## config.mk

```make
export PLATFORM = sky130hd
export DESIGN_NAME = ladybird_bus_arbiter
export DESIGN_NICKNAME = d
export VERILOG_FILES = /design/src/rtl/ladybird_bus_arbiter_pkg.sv /design/src/rtl/ladybird_id_fifo.sv /design/src/rtl/ladybird_bus_arbiter.sv
export SDC_FILE = /design/constraint.sdc
export NUM_CORES = 1
export LEC_CHECK = 0
export ABC_CLOCK_PERIOD_IN_PS = 2000
export BUFFER_PORTS_ARGS = -buffer_cell sky130_fd_sc_hd__clkbuf_2
export CAP_MARGIN = 15
export CORE_AREA = 2 2 111 113
export DETAILED_ROUTE_END_ITERATION = 6
export DIE_AREA = 0 0 113 115
export PLACE_DENSITY = 0.5
export SLEW_MARGIN = 20
export SYNTH_ARGS = -nofsm -noshare
export SYNTH_HDL_FRONTEND = slang
export SYNTH_SLANG_ARGS = --single-unit
```

## constraint.sdc

```tcl
create_clock -name clk -period 2 [get_ports clk]
set_clock_uncertainty 0.2 [all_clocks]
set_input_delay 0 -clock clk [delete_from_list [all_inputs] [get_ports clk]]
set_output_delay 0 -clock clk [all_outputs]
set_load 0.01 [all_outputs]
```

## src/rtl/ladybird_bus_arbiter_pkg.sv

```systemverilog
// Shared types, constants and helpers for the ladybird req/gnt bus arbiter.
package ladybird_bus_arbiter_pkg;

  // Arbitration policy, fixed at elaboration from the ROUND_ROBIN parameter.
  typedef enum logic {
    ARB_FIXED = 1'b0,
    ARB_RR    = 1'b1
  } arb_mode_e;

  // Data bits covered by one write-strobe bit.
  localparam int BUS_STRB_GRAN = 8;

  // Write-strobe width for a given bus data width.
  function automatic int strb_w(input int data_w);
    return data_w / BUS_STRB_GRAN;
  endfunction

  // Width of a master index; never narrower than one bit.
  function automatic int idx_w(input int n);
    return (n > 1) ? $clog2(n) : 1;
  endfunction

  // Map the integer policy parameter onto the policy enum.
  function automatic arb_mode_e arb_mode(input int round_robin);
    return (round_robin != 0) ? ARB_RR : ARB_FIXED;
  endfunction

endpackage

```

## src/rtl/ladybird_id_fifo.sv

```systemverilog
// Outstanding-request ID FIFO: remembers which master owns each accepted
// request so responses, which come back in order, can be routed home.
module ladybird_id_fifo #(
  parameter int WIDTH = 1,
  parameter int DEPTH = 4
) (
  input  logic                         clk,
  input  logic                         anrst,
  input  logic                         nrst,
  input  logic                         push,
  input  logic [WIDTH-1:0]             push_id,
  input  logic                         pop,
  output logic                         full,
  output logic                         empty,
  output logic [$clog2(DEPTH+1)-1:0]   count,
  output logic [WIDTH-1:0]             head
);

  localparam int CNT_W = $clog2(DEPTH + 1);
  localparam int PTR_W = (DEPTH > 1) ? $clog2(DEPTH) : 1;

  logic [WIDTH-1:0] mem_q [DEPTH];
  logic [WIDTH-1:0] mem_d [DEPTH];
  logic [PTR_W-1:0] wr_ptr_q, wr_ptr_d;
  logic [PTR_W-1:0] rd_ptr_q, rd_ptr_d;
  logic [CNT_W-1:0] count_q, count_d;
  logic             do_push;
  logic             do_pop;

  assign full  = (count_q == CNT_W'(DEPTH));
  assign empty = (count_q == '0);
  assign count = count_q;
  assign head  = mem_q[rd_ptr_q];

  // Pointer/count update; a full FIFO refuses push even when popping.
  always_comb begin
    do_push  = push && !full;
    do_pop   = pop && !empty;
    mem_d    = mem_q;
    wr_ptr_d = wr_ptr_q;
    rd_ptr_d = rd_ptr_q;
    count_d  = count_q;
    if (do_push) begin
      mem_d[wr_ptr_q] = push_id;
      wr_ptr_d = (wr_ptr_q == PTR_W'(DEPTH - 1)) ? '0 : wr_ptr_q + PTR_W'(1);
    end
    if (do_pop) begin
      rd_ptr_d = (rd_ptr_q == PTR_W'(DEPTH - 1)) ? '0 : rd_ptr_q + PTR_W'(1);
    end
    case ({do_push, do_pop})
      2'b10:   count_d = count_q + CNT_W'(1);
      2'b01:   count_d = count_q - CNT_W'(1);
      default: count_d = count_q;
    endcase
    // Synchronous clear discards every outstanding ID.
    if (!nrst) begin
      wr_ptr_d = '0;
      rd_ptr_d = '0;
      count_d  = '0;
    end
  end

  // Control state with asynchronous clear.
  always_ff @(posedge clk or negedge anrst) begin
    if (!anrst) begin
      wr_ptr_q <= '0;
      rd_ptr_q <= '0;
      count_q  <= '0;
    end else begin
      wr_ptr_q <= wr_ptr_d;
      rd_ptr_q <= rd_ptr_d;
      count_q  <= count_d;
    end
  end

  // ID storage; contents are meaningless until pushed, so no reset.
  always_ff @(posedge clk) begin
    mem_q <= mem_d;
  end

endmodule

```

## src/rtl/ladybird_bus_arbiter.sv

```systemverilog
// N-to-1 arbiter for the ladybird req/gnt bus: fixed-priority or
// round-robin selection, grant locking while the slave stalls, and
// in-order response routing through an outstanding-ID FIFO.
module ladybird_bus_arbiter
  import ladybird_bus_arbiter_pkg::*;
#(
  parameter int N_INPUT         = 2,
  parameter int ADDR_W          = 32,
  parameter int DATA_W          = 32,
  parameter int MAX_OUTSTANDING = 4,
  parameter int ROUND_ROBIN     = 1
) (
  input  logic                                      clk,
  input  logic                                      anrst,
  input  logic                                      nrst,
  input  logic [N_INPUT-1:0]                        in_req,
  input  logic [N_INPUT-1:0][ADDR_W-1:0]            in_addr,
  input  logic [N_INPUT-1:0][strb_w(DATA_W)-1:0]    in_wstrb,
  input  logic [N_INPUT-1:0][DATA_W-1:0]            in_wdata,
  output logic [N_INPUT-1:0]                        in_gnt,
  output logic [N_INPUT-1:0]                        in_rvalid,
  output logic [DATA_W-1:0]                         in_rdata,
  output logic                                      out_req,
  output logic [ADDR_W-1:0]                         out_addr,
  output logic [strb_w(DATA_W)-1:0]                 out_wstrb,
  output logic [DATA_W-1:0]                         out_wdata,
  input  logic                                      out_gnt,
  input  logic                                      out_rvalid,
  input  logic [DATA_W-1:0]                         out_rdata,
  output logic [$clog2(MAX_OUTSTANDING+1)-1:0]      outstanding,
  output logic                                      err_unexpected
);

  localparam int        IDX_W  = idx_w(N_INPUT);
  localparam int        STRB_W = strb_w(DATA_W);
  localparam int        CNT_W  = $clog2(MAX_OUTSTANDING + 1);
  localparam arb_mode_e MODE   = arb_mode(ROUND_ROBIN);

  logic [IDX_W-1:0] rr_ptr_q, rr_ptr_d;
  logic             locked_q, locked_d;
  logic [IDX_W-1:0] lock_idx_q, lock_idx_d;
  logic             err_q, err_d;

  logic [IDX_W-1:0] sel_free;
  logic [IDX_W-1:0] sel;
  logic             found;
  int               cand;
  logic             hs;
  logic             fifo_full;
  logic             fifo_empty;
  logic [IDX_W-1:0] fifo_head;
  logic [CNT_W-1:0] fifo_count;

  // Pick a master: free choice by policy, or the locked one while stalled.
  always_comb begin
    sel_free = '0;
    found    = 1'b0;
    cand     = 0;
    for (int k = 0; k < N_INPUT; k++) begin
      if (MODE == ARB_RR) cand = (int'(rr_ptr_q) + k) % N_INPUT;
      else                cand = k;
      if (!found && in_req[IDX_W'(cand)]) begin
        found    = 1'b1;
        sel_free = IDX_W'(cand);
      end
    end
    sel = locked_q ? lock_idx_q : sel_free;
  end

  // A full ID FIFO stalls new requests so every response has an owner.
  assign out_req = (|in_req) && !fifo_full;
  assign hs      = out_req && out_gnt;

  // Forward the selected master's fields; drive zeros when idle.
  always_comb begin
    out_addr  = '0;
    out_wstrb = '0;
    out_wdata = '0;
    if (out_req) begin
      out_addr  = in_addr[sel];
      out_wstrb = in_wstrb[sel];
      out_wdata = in_wdata[sel];
    end
  end

  // Per-master grant and response-valid decode.
  for (genvar i = 0; i < N_INPUT; i++) begin : g_lane
    assign in_gnt[i]    = hs && (sel == IDX_W'(i));
    assign in_rvalid[i] = out_rvalid && !fifo_empty && (fifo_head == IDX_W'(i));
  end

  assign in_rdata       = out_rdata;
  assign outstanding    = fifo_count;
  assign err_unexpected = err_q;

  // Next-state for rotation pointer, grant lock and sticky error flag.
  always_comb begin
    rr_ptr_d   = rr_ptr_q;
    locked_d   = locked_q;
    lock_idx_d = lock_idx_q;
    err_d      = err_q | (out_rvalid && fifo_empty);
    if (hs) begin
      rr_ptr_d = (int'(sel) == N_INPUT - 1) ? '0 : sel + IDX_W'(1);
    end
    if (hs) begin
      locked_d = 1'b0;
    end else if (locked_q && !in_req[lock_idx_q]) begin
      // Locked master gave up without a grant; let others compete again.
      locked_d = 1'b0;
    end else if (out_req && !out_gnt) begin
      locked_d   = 1'b1;
      lock_idx_d = sel;
    end
    if (!nrst) begin
      rr_ptr_d   = '0;
      locked_d   = 1'b0;
      lock_idx_d = '0;
      err_d      = 1'b0;
    end
  end

  // Arbiter state registers with asynchronous clear.
  always_ff @(posedge clk or negedge anrst) begin
    if (!anrst) begin
      rr_ptr_q   <= '0;
      locked_q   <= 1'b0;
      lock_idx_q <= '0;
      err_q      <= 1'b0;
    end else begin
      rr_ptr_q   <= rr_ptr_d;
      locked_q   <= locked_d;
      lock_idx_q <= lock_idx_d;
      err_q      <= err_d;
    end
  end

  ladybird_id_fifo #(
    .WIDTH (IDX_W),
    .DEPTH (MAX_OUTSTANDING)
  ) u_id_fifo (
    .clk     (clk),
    .anrst   (anrst),
    .nrst    (nrst),
    .push    (hs),
    .push_id (sel),
    .pop     (out_rvalid),
    .full    (fifo_full),
    .empty   (fifo_empty),
    .count   (fifo_count),
    .head    (fifo_head)
  );

  logic unused_strb_w;
  assign unused_strb_w = (STRB_W == 0);

endmodule

```

* After elaboration in Yosys (flattened, before gate mapping)
Index checks and enable logic that the tools add are counted.
** Cells by class
- Multiplexer cells :: 45
- Eq/ne operators :: 13
- $add $sub $neg :: 6
- Reduce and logical (&&, ||, !) cells :: 21
- $lt $le $gt $ge :: 7
- Bitwise logic cells :: 5
** Operators by type and width (number)
- $mux 32 :: 6
- $mux 1 :: 25
- $logic_and 1x1->1 :: 13
- $mux 2 :: 6
- $mux 4 :: 3
- $ne 2x1->1 const B :: 4
- $eq 2x2->1 const B :: 3
- $ge 3x3->1 const B :: 2
- $lt 1x3->1 const B :: 2
- $not 2->3 :: 2
- $pmux 3 s2 :: 1
- $logic_not 1->1 :: 5
- $add 2x1->2 const B :: 2
- $bwmux 4 :: 1
- $lt 1x2->1 const B :: 2
- $ne 2x2->1 const B :: 2
- $ne 4x1->1 const B :: 1
- $add 3x1->3 const B :: 1
- $eq 3x3->1 const B :: 1
- $logic_not 3->1 :: 1
- $lt 3x1->1 const B :: 1
- $mux 3 :: 1
- $ne 3x1->1 const B :: 1
- $reduce_and 3->1 :: 1
- other kinds (8) :: 10
** Storage, ports and cells
- Bits of input ports :: 175
- Logic and storage cells :: 108
- Register bits :: 15

* Logic depth before layout (Yosys ltp)
- Word-level depth :: 12
- Gate-level depth with buffers :: 8

* Hierarchy
Synthesis repeated with hierarchy kept, for this count alone.
** Second synthesis, totals
- Cell total of the unflattened synthesis :: 377
- Area total of the unflattened synthesis :: 2668.8 um2
** By module, submodules not included
- ladybird_bus_arbiter :: cells each 304, times used 1, sequential area each 100.1 um2, area an instance 1928.1 um2
- ladybird_id_fifo :: cells each 73, times used 1, sequential area each 295.3 um2, area an instance 740.7 um2

* Least setup slack after synthesis
No wires, ideal clock.
- Path kind :: reg-to-reg
- Start :: register u_id_fifo.count_q[0], in the netlist u_id_fifo.count[0]
- End :: register u_id_fifo.count_q[2], in the netlist u_id_fifo.count[2]
- Cell stages (with the launch flop) :: 7
- Arrival time :: 1.772 ns
- Setup time :: 0.079 ns
- Setup slack :: -0.051 ns
- Period minus slack after synthesis :: 2.051 ns
- Cells stage by stage :: dfrtp_1 -> or3b_1 -> buf_6 -> a21oi_4 -> fa_1 -> mux2i_1 -> mux2i_1
** Between the ends
- Cells in the longest elaborated chain, start to end :: 8
** RTL lines
- start, declared :: RTL line ladybird_id_fifo.sv:26 : logic [CNT_W-1:0] count_q, count_d;
- start signal, assigned :: RTL line ladybird_id_fifo.sv:72 : count_q <= count_d;
- $eq 3x3->1 :: RTL line ladybird_id_fifo.sv:30 : assign full = (count_q == CNT_W'(DEPTH));
- $logic_not 1->1 :: RTL line ladybird_id_fifo.sv:37, ladybird_bus_arbiter.sv:71
- $logic_and 1x1->1 :: RTL line ladybird_bus_arbiter.sv:71 : assign out_req = (|in_req) && !fifo_full;
- $logic_and 1x1->1 :: RTL line ladybird_bus_arbiter.sv:72 : assign hs = out_req && out_gnt;
- $logic_and 1x1->1 :: RTL line ladybird_id_fifo.sv:37 : do_push = push && !full;
- $eq 2x1->1 or $eq 2x2->1 (tied branches) :: RTL line ladybird_id_fifo.sv:50 : case ({do_push, do_pop})
- $pmux 3 s2 :: RTL line ladybird_id_fifo.sv:50
- $mux 3 :: RTL line ladybird_id_fifo.sv:56 : if (!nrst) begin
Several ways; a longest one is shown, not always the timed one.
A chain may end at the register's enable or synchronous reset.

* Worst setup path in the final report
- Start :: register u_id_fifo.count_q[1], in the netlist u_id_fifo.count[1]
- End :: output port out_addr[22]
** Between the ends
- Cells in the longest elaborated chain, start to end :: 4
** RTL lines
- $eq 3x3->1 :: RTL line ladybird_id_fifo.sv:30
- $logic_not 1->1 :: RTL line ladybird_bus_arbiter.sv:71
- $logic_and 1x1->1 :: RTL line ladybird_bus_arbiter.sv:71
- $mux 32 :: RTL line ladybird_bus_arbiter.sv:79 : if (out_req) begin
- end, declared :: RTL line ladybird_bus_arbiter.sv:24 : output logic [ADDR_W-1:0] out_addr,
No other way between the ends.

==> results_dict.tcl <==
set metrics [dict create \
    outcome "complete, but fails checks" \
    violations "design-rule violations, negative setup slack" \
    cp_common_cell "buf_12" \
    synth-simple-area-share_pct 32.49 \
    dieArea_um2 13000 \
    critPathTopFamily "buffers and inverters" \
    cts_tree "yes" \
    fin_ws_ps -49.03 \
    leakagePower_nw 2.220 \
    busiest_layer "met2" \
    synth_ff_type "dfrtp_1" \
    post-place-cells 660 \
    first_global_vias 2643 \
    critPathKind "reg2out" \
    worstPathMaxFanout 8 \
    max_freq_mhz 488.0 \
    synth_compound_area_share_pct 22.12 \
    synth_edf_count 4 \
    ys_top_cells_by_area "nand2_1 (26%), a21oi_1 (18%), buf_4 (13%)" \
    dp_slack_ps 43.20 \
    worstMarginPinSlew_ps 541.2 \
    finalWirelength_um 9832 \
    drt_iter0_markers 154 \
    num_antenna_cells 0 \
    grt_use_met1_pct 15.98 \
    die_x_um 113 \
    routabilityCongestion 0.7802 \
    holdWs_ps 69.94 \
    arrival_ps 1850 \
    ant_nets 0 \
    min_period_ps 2049 \
    cts.sink_count 15 \
    critPathSlowestCell "or3b_4" \
    synth_top_area_share_pct 26.26 \
    synth_xor_area_share_pct 0.4197 \
    antenna_found_initial 0 \
    r2r-end "u_id_fifo.count[2]" \
    netlist_instances 339 \
    finalSetupViolCount 43 \
    wl_per_cell_um 13.62 \
    postPlaceCellArea_um2 3129 \
    ios 284 \
    reg2reg_from "u_id_fifo.count[1]" \
    met2_usage_pct 24.19 \
    peakVddDrop_uv 375.8 \
    ys_ff_latch 15 \
    core_um2 11810 \
    max_stage_delay_ps 410 \
    track_usage_pct 12.72 \
    grt_max_degree 72 \
    synth.distinct_cells 32 \
    hold_viol 0 \
    final_cells 722 \
    path_cells "or3b_4 > buf_6 > o21ai_4 > buf_12 > buf_12 > buf_12 > a21oi_2 > buf_2" \
    p_per_area_nw_per_um2 905.8 \
    synth_warnings 0 \
    crit_path_end "out_addr[22]" \
    drt_pass1_iterations 7 \
    startpoint "u_id_fifo.count[1]" \
    clkTransAtPathRegs_ps 50 \
    critPathCaptureType "output port" \
    fin_util_pct 35.57 \
    seq_area_frac_synth_pct 18.94 \
    dr_total_vias 3171 \
    regToRegSetupSlack_ps -20 \
    drive_above_1_share_pct 53.04 \
    portBuffers 219 \
    overflow 0 \
    maxCapViolCount 0 \
    drc 21 \
    totalPowerFinal_mw 3.806 \
    slew_viol_final 0 \
    start_util_pct 17.67 \
    crit_buf_inv 5 \
    final_area_um2 4202 \
    synth_fa_ha_area_share_pct 3.957 \
    dp_hpwl_um 6338 \
    synth_area_um2 2087 \
    avgSynthCellArea_um2 6.156 \
    use_met3_pct 1.318 \
    clock_latency_ps 240 \
    synthArstFlopShare_pct 73.33 \
    via_per_inst 4.392 \
    yosys.area.top_type "nand2_1" \
    synth_nets 520 \
    final_cell_mix "clkbuf_2 (181), nand2_1 (146), dlygate4sd3_1 (37)" \
    layout_commonest_cell "clkbuf_2" \
    required_ps 1800 \
    synth_top_family_by_area "simple AND/OR/NAND/NOR gates" \
    grt_pass1_wl_um 13410 \
    h-tree-depth 1 \
    min_period_over_period_pct 102.5 \
    min_path_type "in2reg" \
    relSlewSlack_pct 63.80 \
    synthToLayoutAreaGrowth_pct 101.3 \
    cts-root-buf "clkbuf_16" \
    rows 40 \
    rr_worst_depth 6 \
    setup-tns-final_ps -1302 \
    muxShareOfSynthArea_pct 3.477 \
    fin_nets 757 \
    cts_buffers 3 \
    fp.dieH_um 115 \
    clk_path_buf_depth 2 \
    cp.depth 8 \
    start_kind "flop" \
    rsz0062_at_grt "yes" \
]
## cells in the mapped netlist (2+ instances only)
library cell / number
nand2_1: 146
clkbuf_1: 6
buf_2: 10
mux2i_1: 5
nor2_1: 8
o21a_1: 2
and3_1: 6
inv_2: 2
inv_1: 4
a21oi_1: 73
dfrtp_1: 11
nor3_1: 3
ha_1: 5
buf_4: 37
edfxtp_1: 4
## metal layers
layer,wire [µm],vias up,part of all wire [%]
li1,-,1545,-
met1,3842,1429,39
met2,5202,191,53
met3,703,6,7.2
met4,84,0,0.85
met5,0,-,0
## power by group
part | internal, mW | switching (mW) | leakage, nW | total, mW
clock | 0.267 | 0.122 | 0.0409 | 0.389
combinational | 1.49 | 1.48 | 2.00 | 2.97
sequential | 0.393 | 0.0574 | 0.181 | 0.451
total | 2.15 | 1.66 | 2.22 | 3.81
## cell families (layout without fill, tap and decap cells)
| kind of cell | count (synthesis) | after routing |
|---|---|---|
| compound gates | 81 | 81 |
| xor+xnor | 1 | 1 |
| fa+ha+maj | 6 | 6 |
| buf+inv | 61 | 297 |
| flops | 15 | 15 |
| mux | 6 | 6 |
| simple gates | 169 | 169 |
## repair_timing
action | CTS | global route
resized for setup | 19 | 88
endpoints found under the hold margin | 47 | 0
endpoints found under the setup margin | 68 | 56
buffers inserted | 10 | 3
gates cloned | 5 | 4
pin swaps | 1 | 0
hold buffers | 37 | 0
## worst min-delay path by stage
stage | start | to | slack [ps] | depth (start not counted)
2_1_floorplan | anrst | err_unexpected | -500 | 0
6_report | in_req[1] | locked_q | 70 | 3
5_1_grt | in_req[1] | locked_q | 90 | 3
3_5_place_dp | anrst | u_id_fifo.count[2] | -300 | 1
3_3_place_gp | anrst | lock_idx_q | -300 | 1
4_1_cts | in_req[1] | locked_q | 60 | 3
## state kept, by name, indices dropped and copies added (netlist names)
name	count
u_id_fifo.count	3
u_id_fifo.wr_ptr_q	2
u_id_fifo.rd_ptr_q	2
err_unexpected	1
lock_idx_q	1
u_id_fifo.mem_q	4
locked_q	1
rr_ptr_q	1
## layout make-up
type                            count  area, µm²
Sequential cell                    15      397.9
Timing Repair Buffer              287       2014
Clock buffer                        3      75.07
Fill cell                        1191       7610
Inverter                            6      22.52
Tap cell                          147      183.9
Clock inverter                      1      5.005
Multi-Input combinational cell    263       1503
## worst register-to-register path, delay by kind of cell, from the launching register on
kind                     cells  cell delay, ps
AO/OA/AOI/OAI                1             130
adder cells (fa/ha/maj)      1             200
buffers and inverters        1             150
flip-flops                   1             390
multiplexers                 2             460
AND/OR/NAND/NOR              1             410
No activity file was read; power rests on OpenSTA's default activity.
